==> src/rtl/alu_drv_pkg.sv <==
// Shared constants for the ALU tile pin driver: opcodes, FSM states,
// flag indices and ui_in bit positions.
package alu_drv_pkg;

    localparam int ALU_W = 4;

    localparam logic [1:0] OP_NOR  = 2'd0;
    localparam logic [1:0] OP_NAND = 2'd1;
    localparam logic [1:0] OP_ADD  = 2'd2;
    localparam logic [1:0] OP_SUB  = 2'd3;

    typedef enum logic [2:0] {
        S_IDLE    = 3'd0,
        S_LOAD_A  = 3'd1,
        S_LOAD_B  = 3'd2,
        S_LOAD_OP = 3'd3,
        S_UPDATE  = 3'd4,
        S_SAMPLE  = 3'd5,
        S_RESP    = 3'd6
    } state_t;

    localparam int FLAG_V   = 4;
    localparam int FLAG_C   = 3;
    localparam int FLAG_Z   = 2;
    localparam int FLAG_NEG = 1;
    localparam int FLAG_P   = 0;

    localparam int UI_DATA_LSB = 4;
    localparam int UI_LOAD_A   = 3;
    localparam int UI_LOAD_B   = 2;
    localparam int UI_LOAD_OP  = 1;
    localparam int UI_UPDATE   = 0;

endpackage

==> src/rtl/alu_drv_model.sv <==
// Combinational golden ALU used to cross-check sampled results.
// Only built when ALU_DRV_CHECK_EN is defined.
`ifdef ALU_DRV_CHECK_EN
module alu_drv_model
    import alu_drv_pkg::*;
#(
    parameter int N = 4
) (
    input  logic [N-1:0] a,
    input  logic [N-1:0] b,
    input  logic [1:0]   op,
    output logic [N-1:0] result,
    output logic [4:0]   flags
);

    logic [N:0] sum;
    logic       c;
    logic       v;

    always_comb begin
        sum = '0;
        c   = 1'b0;
        v   = 1'b0;
        unique case (op)
            OP_NOR:  sum = {1'b0, ~(a | b)};
            OP_NAND: sum = {1'b0, ~(a & b)};
            OP_ADD: begin
                sum = {1'b0, a} + {1'b0, b};
                c   = sum[N];
                v   = (a[N-1] == b[N-1]) && (sum[N-1] != a[N-1]);
            end
            default: begin
                sum = {1'b0, a} - {1'b0, b};
                c   = sum[N];
                v   = (a[N-1] != b[N-1]) && (sum[N-1] != a[N-1]);
            end
        endcase
        result           = sum[N-1:0];
        flags            = '0;
        flags[FLAG_V]    = v;
        flags[FLAG_C]    = c;
        flags[FLAG_Z]    = (sum[N-1:0] == '0);
        flags[FLAG_NEG]  = sum[N-1];
        flags[FLAG_P]    = ~^sum[N-1:0];
    end

endmodule
`endif

==> src/rtl/alu_pin_driver.sv <==
// Host-side initiator serialising one ALU op onto the tile's ui_in strobes.
// Define ALU_DRV_CHECK_EN to add a golden-model check driving rsp_err.
module alu_pin_driver
    import alu_drv_pkg::*;
#(
    parameter int N = ALU_W
) (
    input  logic         clk,
    input  logic         reset,
    input  logic         req_valid,
    output logic         req_ready,
    input  logic [N-1:0] req_a,
    input  logic [N-1:0] req_b,
    input  logic [1:0]   req_op,
    output logic [7:0]   alu_ui,
    input  logic [7:0]   alu_uo,
    input  logic [7:0]   alu_uio,
    output logic         rsp_valid,
    input  logic         rsp_ready,
    output logic [N-1:0] rsp_result,
    output logic [4:0]   rsp_flags,
    output logic         rsp_err
);

    state_t       state_q, state_d;
    logic [N-1:0] a_q, a_d;
    logic [N-1:0] b_q, b_d;
    logic [1:0]   op_q, op_d;
    logic [N-1:0] res_q, res_d;
    logic [4:0]   flags_q, flags_d;
    logic         err_q, err_d;
    logic         chk_err;
    logic         unused_uio;

    assign unused_uio = ^alu_uio[6:0];

`ifdef ALU_DRV_CHECK_EN
    logic [N-1:0] exp_res;
    logic [4:0]   exp_flags;

    alu_drv_model #(.N(N)) u_model (
        .a      (a_q),
        .b      (b_q),
        .op     (op_q),
        .result (exp_res),
        .flags  (exp_flags)
    );

    assign chk_err = (exp_res != alu_uo[7:4]) ||
                     (exp_flags != {alu_uio[7], alu_uo[3:0]});
`else
    assign chk_err = 1'b0;
`endif

    always_comb begin
        state_d = state_q;
        a_d     = a_q;
        b_d     = b_q;
        op_d    = op_q;
        res_d   = res_q;
        flags_d = flags_q;
        err_d   = err_q;
        unique case (state_q)
            S_IDLE: begin
                if (req_valid) begin
                    a_d     = req_a;
                    b_d     = req_b;
                    op_d    = req_op;
                    state_d = S_LOAD_A;
                end
            end
            S_LOAD_A:  state_d = S_LOAD_B;
            S_LOAD_B:  state_d = S_LOAD_OP;
            S_LOAD_OP: state_d = S_UPDATE;
            S_UPDATE:  state_d = S_SAMPLE;
            S_SAMPLE: begin
                // ALU result register was updated at the end of UPDATE
                res_d   = alu_uo[7:4];
                flags_d = {alu_uio[7], alu_uo[3:0]};
                err_d   = chk_err;
                state_d = S_RESP;
            end
            S_RESP: begin
                if (rsp_ready) state_d = S_IDLE;
            end
            default: state_d = S_IDLE;
        endcase
    end

    always_comb begin
        alu_ui = '0;
        case (state_q)
            S_LOAD_A: begin
                alu_ui[UI_DATA_LSB +: N] = a_q;
                alu_ui[UI_LOAD_A]        = 1'b1;
            end
            S_LOAD_B: begin
                alu_ui[UI_DATA_LSB +: N] = b_q;
                alu_ui[UI_LOAD_B]        = 1'b1;
            end
            S_LOAD_OP: begin
                alu_ui[UI_DATA_LSB +: 2] = op_q;
                alu_ui[UI_LOAD_OP]       = 1'b1;
            end
            S_UPDATE: alu_ui[UI_UPDATE] = 1'b1;
            default:  alu_ui = '0;
        endcase
    end

    always_ff @(posedge clk) begin
        if (reset) begin
            state_q <= S_IDLE;
            a_q     <= '0;
            b_q     <= '0;
            op_q    <= '0;
            res_q   <= '0;
            flags_q <= '0;
            err_q   <= 1'b0;
        end else begin
            state_q <= state_d;
            a_q     <= a_d;
            b_q     <= b_d;
            op_q    <= op_d;
            res_q   <= res_d;
            flags_q <= flags_d;
            err_q   <= err_d;
        end
    end

    assign req_ready  = (state_q == S_IDLE);
    assign rsp_valid  = (state_q == S_RESP);
    assign rsp_result = res_q;
    assign rsp_flags  = flags_q;
    assign rsp_err    = err_q;

endmodule
==> config.mk <==
export PLATFORM = sky130hd
export DESIGN_NAME = alu_pin_driver
export DESIGN_NICKNAME = d
export VERILOG_FILES = /design/src/rtl/alu_drv_pkg.sv /design/src/rtl/alu_drv_model.sv /design/src/rtl/alu_pin_driver.sv
export SDC_FILE = /design/constraint.sdc
export NUM_CORES = 1
export LEC_CHECK = 0
export ABC_AREA = 0
export CAP_MARGIN = 20
export CORE_ASPECT_RATIO = 1.2
export CORE_MARGIN = 10
export CORE_UTILIZATION = 38
export DETAILED_ROUTE_END_ITERATION = 12
export GPL_TIMING_DRIVEN = 0
export HOLD_SLACK_MARGIN = 0.08
export PLACE_DENSITY = 0.77
export SLEW_MARGIN = 10
export SYNTH_ARGS = -nofsm -noshare
export SYNTH_HDL_FRONTEND = slang
export SYNTH_SLANG_ARGS = --single-unit
==> constraint.sdc <==
create_clock -name clk -period 1.9 [get_ports clk]
set_input_delay 0.57 -clock clk [delete_from_list [all_inputs] [get_ports clk]]
set_output_delay 0.57 -clock clk [all_outputs]
set_load 0.01 [all_outputs]
After elaboration in Yosys (flattened, before gate mapping)
Index checks and enable logic that the tools add are counted.
- word-level logic and storage cells: 26
- register bits: 22
- output and inout bits: 20
- input bits: 30
- equal/unequal tests: 8
- muxes and demuxes: 9
- reductions and logical operators: 3
- operator list (kind ; number):
    one-hot mux 3 bit (7 select lines) ; 1
    == test 3 bit, second input constant ; 3
    == test 3 x 2 -> 1 bit, second input constant ; 2
    2-to-1 mux 3 bit ; 2
    one-hot mux 2 bit (3 select lines) ; 1
    2-to-1 mux 1 bit ; 4
    one-hot mux 2 bit (2 select lines) ; 1
    AND reduction 2 bit ; 2
    == test 3 x 1 -> 1 bit, second input constant ; 1
    zero test 3 bit ; 1
    inequality test 2 x 1 -> 1 bit, second input constant ; 1
    inequality test 2 bit, second input constant ; 1

Longest topological paths before layout
Gate-level depths: netlist (run 1).
- depth in word-level cells: 3
- mapped depth: 5
- gate-level depth less buffers: 3

Least setup slack after synthesis (run 1)
OpenSTA, ideal clock, no wires.
- path type: reg2out
- start point: reg state_q[1]
- end point: out alu_ui[6]
- buffers on the path: 1
- arrival time: 1.155 ns
- cell stages (with the launch flop): 4
- data required time: 1.330 ns
- slack: 0.175 ns
- cells stage by stage: dfxtp_1 > buf_2 > nor3b_1 > a22o_1
- longest elaborated chain between the ends: 2
- elaborated cells between the ends (all ways): 3
- classes of those cells: eq/ne (2); mux (1)
- RTL lines (element ; RTL line ; source):
    start: declaration ; alu_pin_driver.sv:25 ; state_t state_q, state_d;
    start signal: assignment ; alu_pin_driver.sv:120 ; state_q <= state_d;
    == test 3 x 2 -> 1 bit or == test 3 x 1 -> 1 bit (tied branches) ; alu_pin_driver.sv:92 ; case (state_q)
    one-hot mux 2 bit (2 select lines) (*) ; alu_pin_driver.sv:92 ;
    end: declaration ; alu_pin_driver.sv:15 ; output logic [7:0] alu_ui,
Every way passes the cells marked *; elsewhere a longest branch is shown, timed or not.

Final worst setup path (run 1)
- start point: reg state_q[0]
- end point: out alu_ui[5]
- longest elaborated chain between the ends: 2
- elaborated cells between the ends (all ways): 4
- classes of those cells: eq/ne (3); mux (1)
- RTL lines (element ; RTL line):
    == test 3 x 2 -> 1 bit or == test 3 x 1 -> 1 bit (tied branches) ; alu_pin_driver.sv:92
    one-hot mux 2 bit (3 select lines) (*) ; alu_pin_driver.sv:92
Marks and branches as above.

==> flow_summary.json, run 1 <==
{
  "drt-vias-per-instance": 4.935,
  "fin_nets": 201,
  "multi_input_area_um2": 508.0,
  "p_leak_nw": 0.6123,
  "relSlewSlack": 0.6308,
  "hold_buffers": 0,
  "r2r_slack_ns": 0.30,
  "drc": 0,
  "overflow": 0,
  "violations": "setup timing",
  "cts_sinks": 22,
  "syn_inst": 119,
  "hold_viol_final": 0,
  "worstMarginPinSlew_ns": 0.5514,
  "first_global_vias": 1050,
  "synth.distinct_cells": 22,
  "numCtsBuffers": 3,
  "final-instance-count-excl-fill": 201,
  "pre_cts_ws_ns": -0.3785,
  "ys_seq_area_frac": 0.4565,
  "status": "complete, but fails checks",
  "path_clk_slew_ns": 0.12,
  "layout_commonest_cell": "nand2_1",
  "synth_top_area_share": 0.4565,
  "drive_gt1_frac": 0.2471,
  "globalplace.congestion": 0.7110,
  "ir_drop_v": 0.0005994,
  "wirelength_mm": 2.901,
  "setup.worst_path.end_class": "primary output",
  "grt_pass1_wl_mm": 4.719,
  "syn_area_um2": 964.7,
  "io_pins": 50,
  "fillers": 209,
  "wire_per_inst_um": 14.43,
  "drt_iter0_drc": 34,
  "yosys.area.top_type": "dfxtp_1",
  "syn_area_per_cell_um2": 8.107,
  "grt_start_max_net_pins": 13,
  "syn_nets": 149,
  "dpl.cell_count": 191,
  "startpoint_type": "register",
  "diodes": 0,
  "antenna_found_initial": 0,
  "drv_cap": 0,
  "io_buffer_count": 41,
  "worstPathRequired_ns": 1.33,
  "core_um2": 2354,
  "die_w_um": 66.00,
  "fmax_ghz": 0.5204,
  "root_buffer": "clkbuf_4",
  "via_count": 992,
  "clock_skew_ns": 0.0007967,
  "fin_crit_sh": 1.011,
  "setup_viol": 2,
  "clock_latency_ns": 0.30,
  "rows": 19,
  "timing.hold.ws_ns": 0.4692,
  "area_delta_synth_final_pct": 61.22,
  "min_period_ns": 1.921,
  "die_area_um2": 4962,
  "die_y_um": 75.20,
  "p_per_area_nw_per_um2": 648.2,
  "final_cell_mix": "40 x nand2_1, 31 x clkdlybuf4s50_1, 21 x a21oi_1",
  "h-tree-depth": 1,
  "ant_nets": 0,
  "ys_top_cells_by_area": "dfxtp_1 46%, nand2_1 16%, a21oi_1 12%",
  "grt.total_usage": 0.1196,
  "first_pass_iters": 4,
  "hold_path_class": "register to register",
  "ctsLongestPathBuffers": 2,
  "hpwl_mm": 2.146,
  "regArea_um2": 444.2,
  "slew_viol_final": 0,
  "cp_max_fo": 7,
  "start_util": 0.4099,
  "ys_ff_latch": 22,
  "worst_slack_ns": -0.02148,
  "ys_warn_count": 0,
  "cts_tree": "done",
  "worstPathArrival_ns": 1.35,
  "crit_type": "register to primary output",
  "rsz0062_at_grt": "true"
}
==> path summary, 6_finish.rpt <==
check,cells past startpoint,end,from
max,5,alu_ui[5],state_q[0]
max reg2reg,6,op_q[0],state_q[0]
min reg2reg,2,rsp_result[1],rsp_result[1]
min,2,rsp_result[1],rsp_result[1]
==> cells by family (layout without fill, tap and decap cells) <==
logic type,after synthesis,in the layout,synth area share
other,1,1,0.003887
muxes,2,2,0.02075
DFF,22,22,0.4565
AOI/OAI and AO/OA,29,29,0.1725
and+or+nand+nor,54,54,0.2737
buffers and inverters,11,62,0.07263
==> final cells by class <==
class	instances	area share
plain buffers	11	0.07321
multi-input cells	86	0.3266
clock buffers	4	0.02333
repair buffers	47	0.2663
flip-flops and latches	22	0.2856
well taps	31	0.02494
==> registers in the layout (all words and copies together), names as in the netlist <==
| signal | cells |
|---|---|
| a_q | 4 |
| b_q | 4 |
| op_q | 2 |
| rsp_flags | 5 |
| rsp_result | 4 |
| state_q | 3 |
==> metrics by stage <==
step	total power [W]	instance area (µm²)	TNS [ns]	util
floorplan	0.0006164	964.7	0	-
global route	0.001060	1555	-0.2369	0.6608
finish	0.001008	1555	-0.03556	0.6608
CTS	0.0009962	1513	-0.08047	0.6427
global placement	0.0007144	1414	-2.289	0.6007
detailed placement	0.0007213	1414	-2.902	0.6007
==> cells in the mapped netlist <==
library cell and instances:
o211a_1 1, nor4b_4 1, nor2_1 2, a21oi_1 23, and3b_1 2, dfxtp_1 22, nand2b_1 1, mux2i_1 2
conb_1 1, buf_4 1, or4b_4 1, nor3b_1 2, buf_6 3, a211oi_1 2, buf_1 1, nand3b_1 2
nand2_1 40, clkbuf_1 4, nor3_1 3, a22o_1 2, a2111oi_0 1, buf_2 2
==> layer usage <==
layer  GRT usage  part of all wire  vias to the layer above
li1            -                 -                      498
met4     0.05128             0.012                        0
met3     0.07567              0.13                        4
met2      0.2065              0.51                       37
met5           0                 0                        -
met1      0.1108              0.35                      453
==> repair_timing <==
action                     in CTS  in global routing
resized for setup              54                 13
setup endpoints to repair      10                  8
pin swaps                       3                  5
setup buffers                   5                  1
==> worst max-delay path, cell delays in order, from the launching register on <==
cell	delay, ns
dfxtp_2	0.34
buf_8	0.14
buf_6	0.11
mux2i_1	0.12
a211oi_2	0.18
buf_2	0.16
==> power breakdown <==
group          internal, W  leakage [nW]  switching [W]
logic             0.000143         0.411       0.000116
registers         0.000484         0.180      0.0000120
clock network     0.000117        0.0210       0.000136
total             0.000744         0.612       0.000264
(Power assumes the default switching activity.)
==> inputs of run 2 (changes only) <==
--- a/config.mk
+++ b/config.mk
@@ -5,15 +5,15 @@
 export SDC_FILE = /design/constraint.sdc
 export NUM_CORES = 1
 export LEC_CHECK = 0
-export ABC_AREA = 0
+export ABC_AREA = 1
 export CAP_MARGIN = 20
 export CORE_ASPECT_RATIO = 1.2
 export CORE_MARGIN = 10
-export CORE_UTILIZATION = 38
+export CORE_UTILIZATION = 39
 export DETAILED_ROUTE_END_ITERATION = 12
+export GPL_ROUTABILITY_DRIVEN = 1
 export GPL_TIMING_DRIVEN = 0
-export HOLD_SLACK_MARGIN = 0.08
-export PLACE_DENSITY = 0.77
+export PLACE_DENSITY = 0.78
 export SLEW_MARGIN = 10
 export SYNTH_ARGS = -nofsm -noshare
 export SYNTH_HDL_FRONTEND = slang
==> flow_summary.json, run 2 <==
{
  "status": "complete, but fails checks",
  "violations": "setup timing",
  "wire_per_inst_um": 12.97,
  "hpwl_mm": 2.158,
  "power_w": 0.001245,
  "root_buffer": "clkbuf_4",
  "synth_compound_area_frac": 0.1247,
  "grt_pass1_wl_mm": 4.767,
  "ys_seq_area_frac": 0.4389,
  "synthXorXnorAreaFrac": 0,
  "globalplace.congestion": 0.8534,
  "die_w_um": 66.31,
  "worstPathArrival_ns": 1.38,
  "hold_viol_final": 0,
  "antenna_found_initial": 0,
  "synth_fa_ha_area_frac": 0,
  "fin_crit_sh": 1.024,
  "ant_nets": 0,
  "io_pins": 50,
  "ys_top_cells_by_area": "dfxtp_1 44%, nand2_1 11%, nor2_1 10%",
  "cp_max_fo": 6,
  "ys_ff_latch": 22,
  "layout_commonest_cell": "clkdlybuf4s50_1",
  "p_leak_nw": 0.7504,
  "core_um2": 2502,
  "hold_buffers": 0,
  "tns_ns": -0.1817,
  "final-instance-count-excl-fill": 235,
  "crit_type": "register to primary output",
  "start_util": 0.4010,
  "regArea_um2": 449.2,
  "drt-vias-per-instance": 4.604,
  "yosysMostFrequentCell": "nand2_1",
  "setup_viol": 5,
  "setup.worst_path.end_class": "primary output",
  "area_delta_synth_final_pct": 60.97,
  "placed_cell_area_um2": 1455,
  "ys_warn_count": 0,
  "p_per_area_nw_per_um2": 771.0,
  "cts_tree": "done",
  "yosys.area.top_type": "dfxtp_1",
  "die_area_um2": 5010,
  "synth_ff_type": "dfxtp_1",
  "clock_skew_ns": 0.01746,
  "largest_reg_flops": 5,
  "io_buffer_count": 41,
  "grt_start_max_net_pins": 14,
  "post-route-cell-area_um2": 1615,
  "synth.distinct_cells": 21,
  "fmax_ghz": 0.5137,
  "multi_input_area_um2": 445.4,
  "drc": 0,
  "syn_area_per_cell_um2": 6.873,
  "synth_top_area_share": 0.4389,
  "pre_cts_ws_ns": -0.1940,
  "first_pass_iters": 4,
  "path_clk_slew_ns": 0.14,
  "h-tree-depth": 1,
  "fin_nets": 233,
  "hold_path_class": "register to register",
  "syn_area_um2": 1003,
  "overflow": 0,
  "worst_slack_ns": -0.04649,
  "wirelength_mm": 3.048,
  "worstPathRequired_ns": 1.33,
  "startpoint_type": "register",
  "synthMuxAreaShare": 0,
  "ctsLongestPathBuffers": 2,
  "die_y_um": 75.57,
  "synthTopCellsByCount": "30 x nand2_1, 27 x nor2_1, 22 x dfxtp_1, 22 x inv_1, 9 x a21oi_1",
  "final_cell_mix": "31 x clkdlybuf4s50_1, 29 x nand2_1, 27 x nor2_1",
  "diodes": 0,
  "rsz0062_at_grt": "true",
  "synth_top_family_by_area": "simple AND/OR/NAND/NOR gates",
  "rows": 20,
  "yosys.area_share.simple": 0.2731,
  "dpl.cell_count": 220,
  "ir_drop_v": 0.0003840,
  "drt_iter0_drc": 31,
  "first_global_vias": 1118,
  "cts_sinks": 22,
  "drive_gt1_frac": 0.2475,
  "synthArstFlopShare": 0,
  "syn_inst": 146,
  "min_period_ns": 1.946,
  "fillers": 219,
  "numCtsBuffers": 3,
  "clock_latency_ns": 0.32,
  "slew_viol_final": 0,
  "via_count": 1082,
  "drv_cap": 0,
  "syn_nets": 176,
  "synth-edff-count": 0,
  "grt.total_usage": 0.1187
}
## run 2: report_power, final
part	switching, W	internal (W)	total, W
clock	0.000153	0.000214	0.000367
sequential	0.0000212	0.000500	0.000521
combinational	0.000179	0.000179	0.000357
total	0.000353	0.000892	0.00125
## run 2: cells by family after synthesis
group | count (synthesis)
buf+inv | 35
simple gates | 65
other cells | 1
compound gates | 23
flops | 22
## run 2: layout make-up
class | count | share of cell area
timing repair buffer | 53 | 0.2874
sequential | 22 | 0.2781
multi-input combinational | 89 | 0.2758
inverter | 28 | 0.06971
buffer | 6 | 0.03098
tap | 33 | 0.02556
clock inverter | 1 | 0.01859
clock buffer | 3 | 0.01394
## run 2: what timing repair did
item,in CTS,in global routing
gates resized for setup,46,14
hold endpoints to repair,0,0
pin swaps,1,2
setup endpoints to repair,10,9
setup buffers,6,6
## run 2: final timing paths
kind	cells past startpoint	to	startpoint	slack, ns
setup reg to reg	7	b_q[2]	state_q[0]	0.61
setup / recovery	7	alu_ui[5]	state_q[0]	-0.05
hold reg to reg	2	rsp_flags[2]	rsp_flags[2]	0.45
hold / removal	2	rsp_flags[2]	rsp_flags[2]	0.45
## run 2: critical path: stages, from the launching register on
cell and delay [ns]:
dfxtp_2 0.35, buf_6 0.12, nand2_4 0.06, nor2_4 0.12
buf_4 0.12, nand2_1 0.04, o211ai_1 0.09, buf_2 0.16
## run 2: per-layer routing
metal	global-route usage	share of wire	wire length [µm]	up-vias
met5	0	0	0	-
met4	0.03263	0.017	51	0
met3	0.04559	0.11	327	5
met2	0.2141	0.46	1410	44
met1	0.1252	0.41	1259	480
li1	-	-	-	553
## run 2: metrics by stage
| stage | hold WS (ns) | util |
|---|---|---|
| detailed placement | 0.4341 | 0.5815 |
| finish | 0.4487 | 0.6455 |
| CTS | 0.4523 | 0.6285 |
| global route | 0.4751 | 0.6455 |
| global placement | 0.4318 | 0.5815 |
| floorplan | 0.4671 | - |
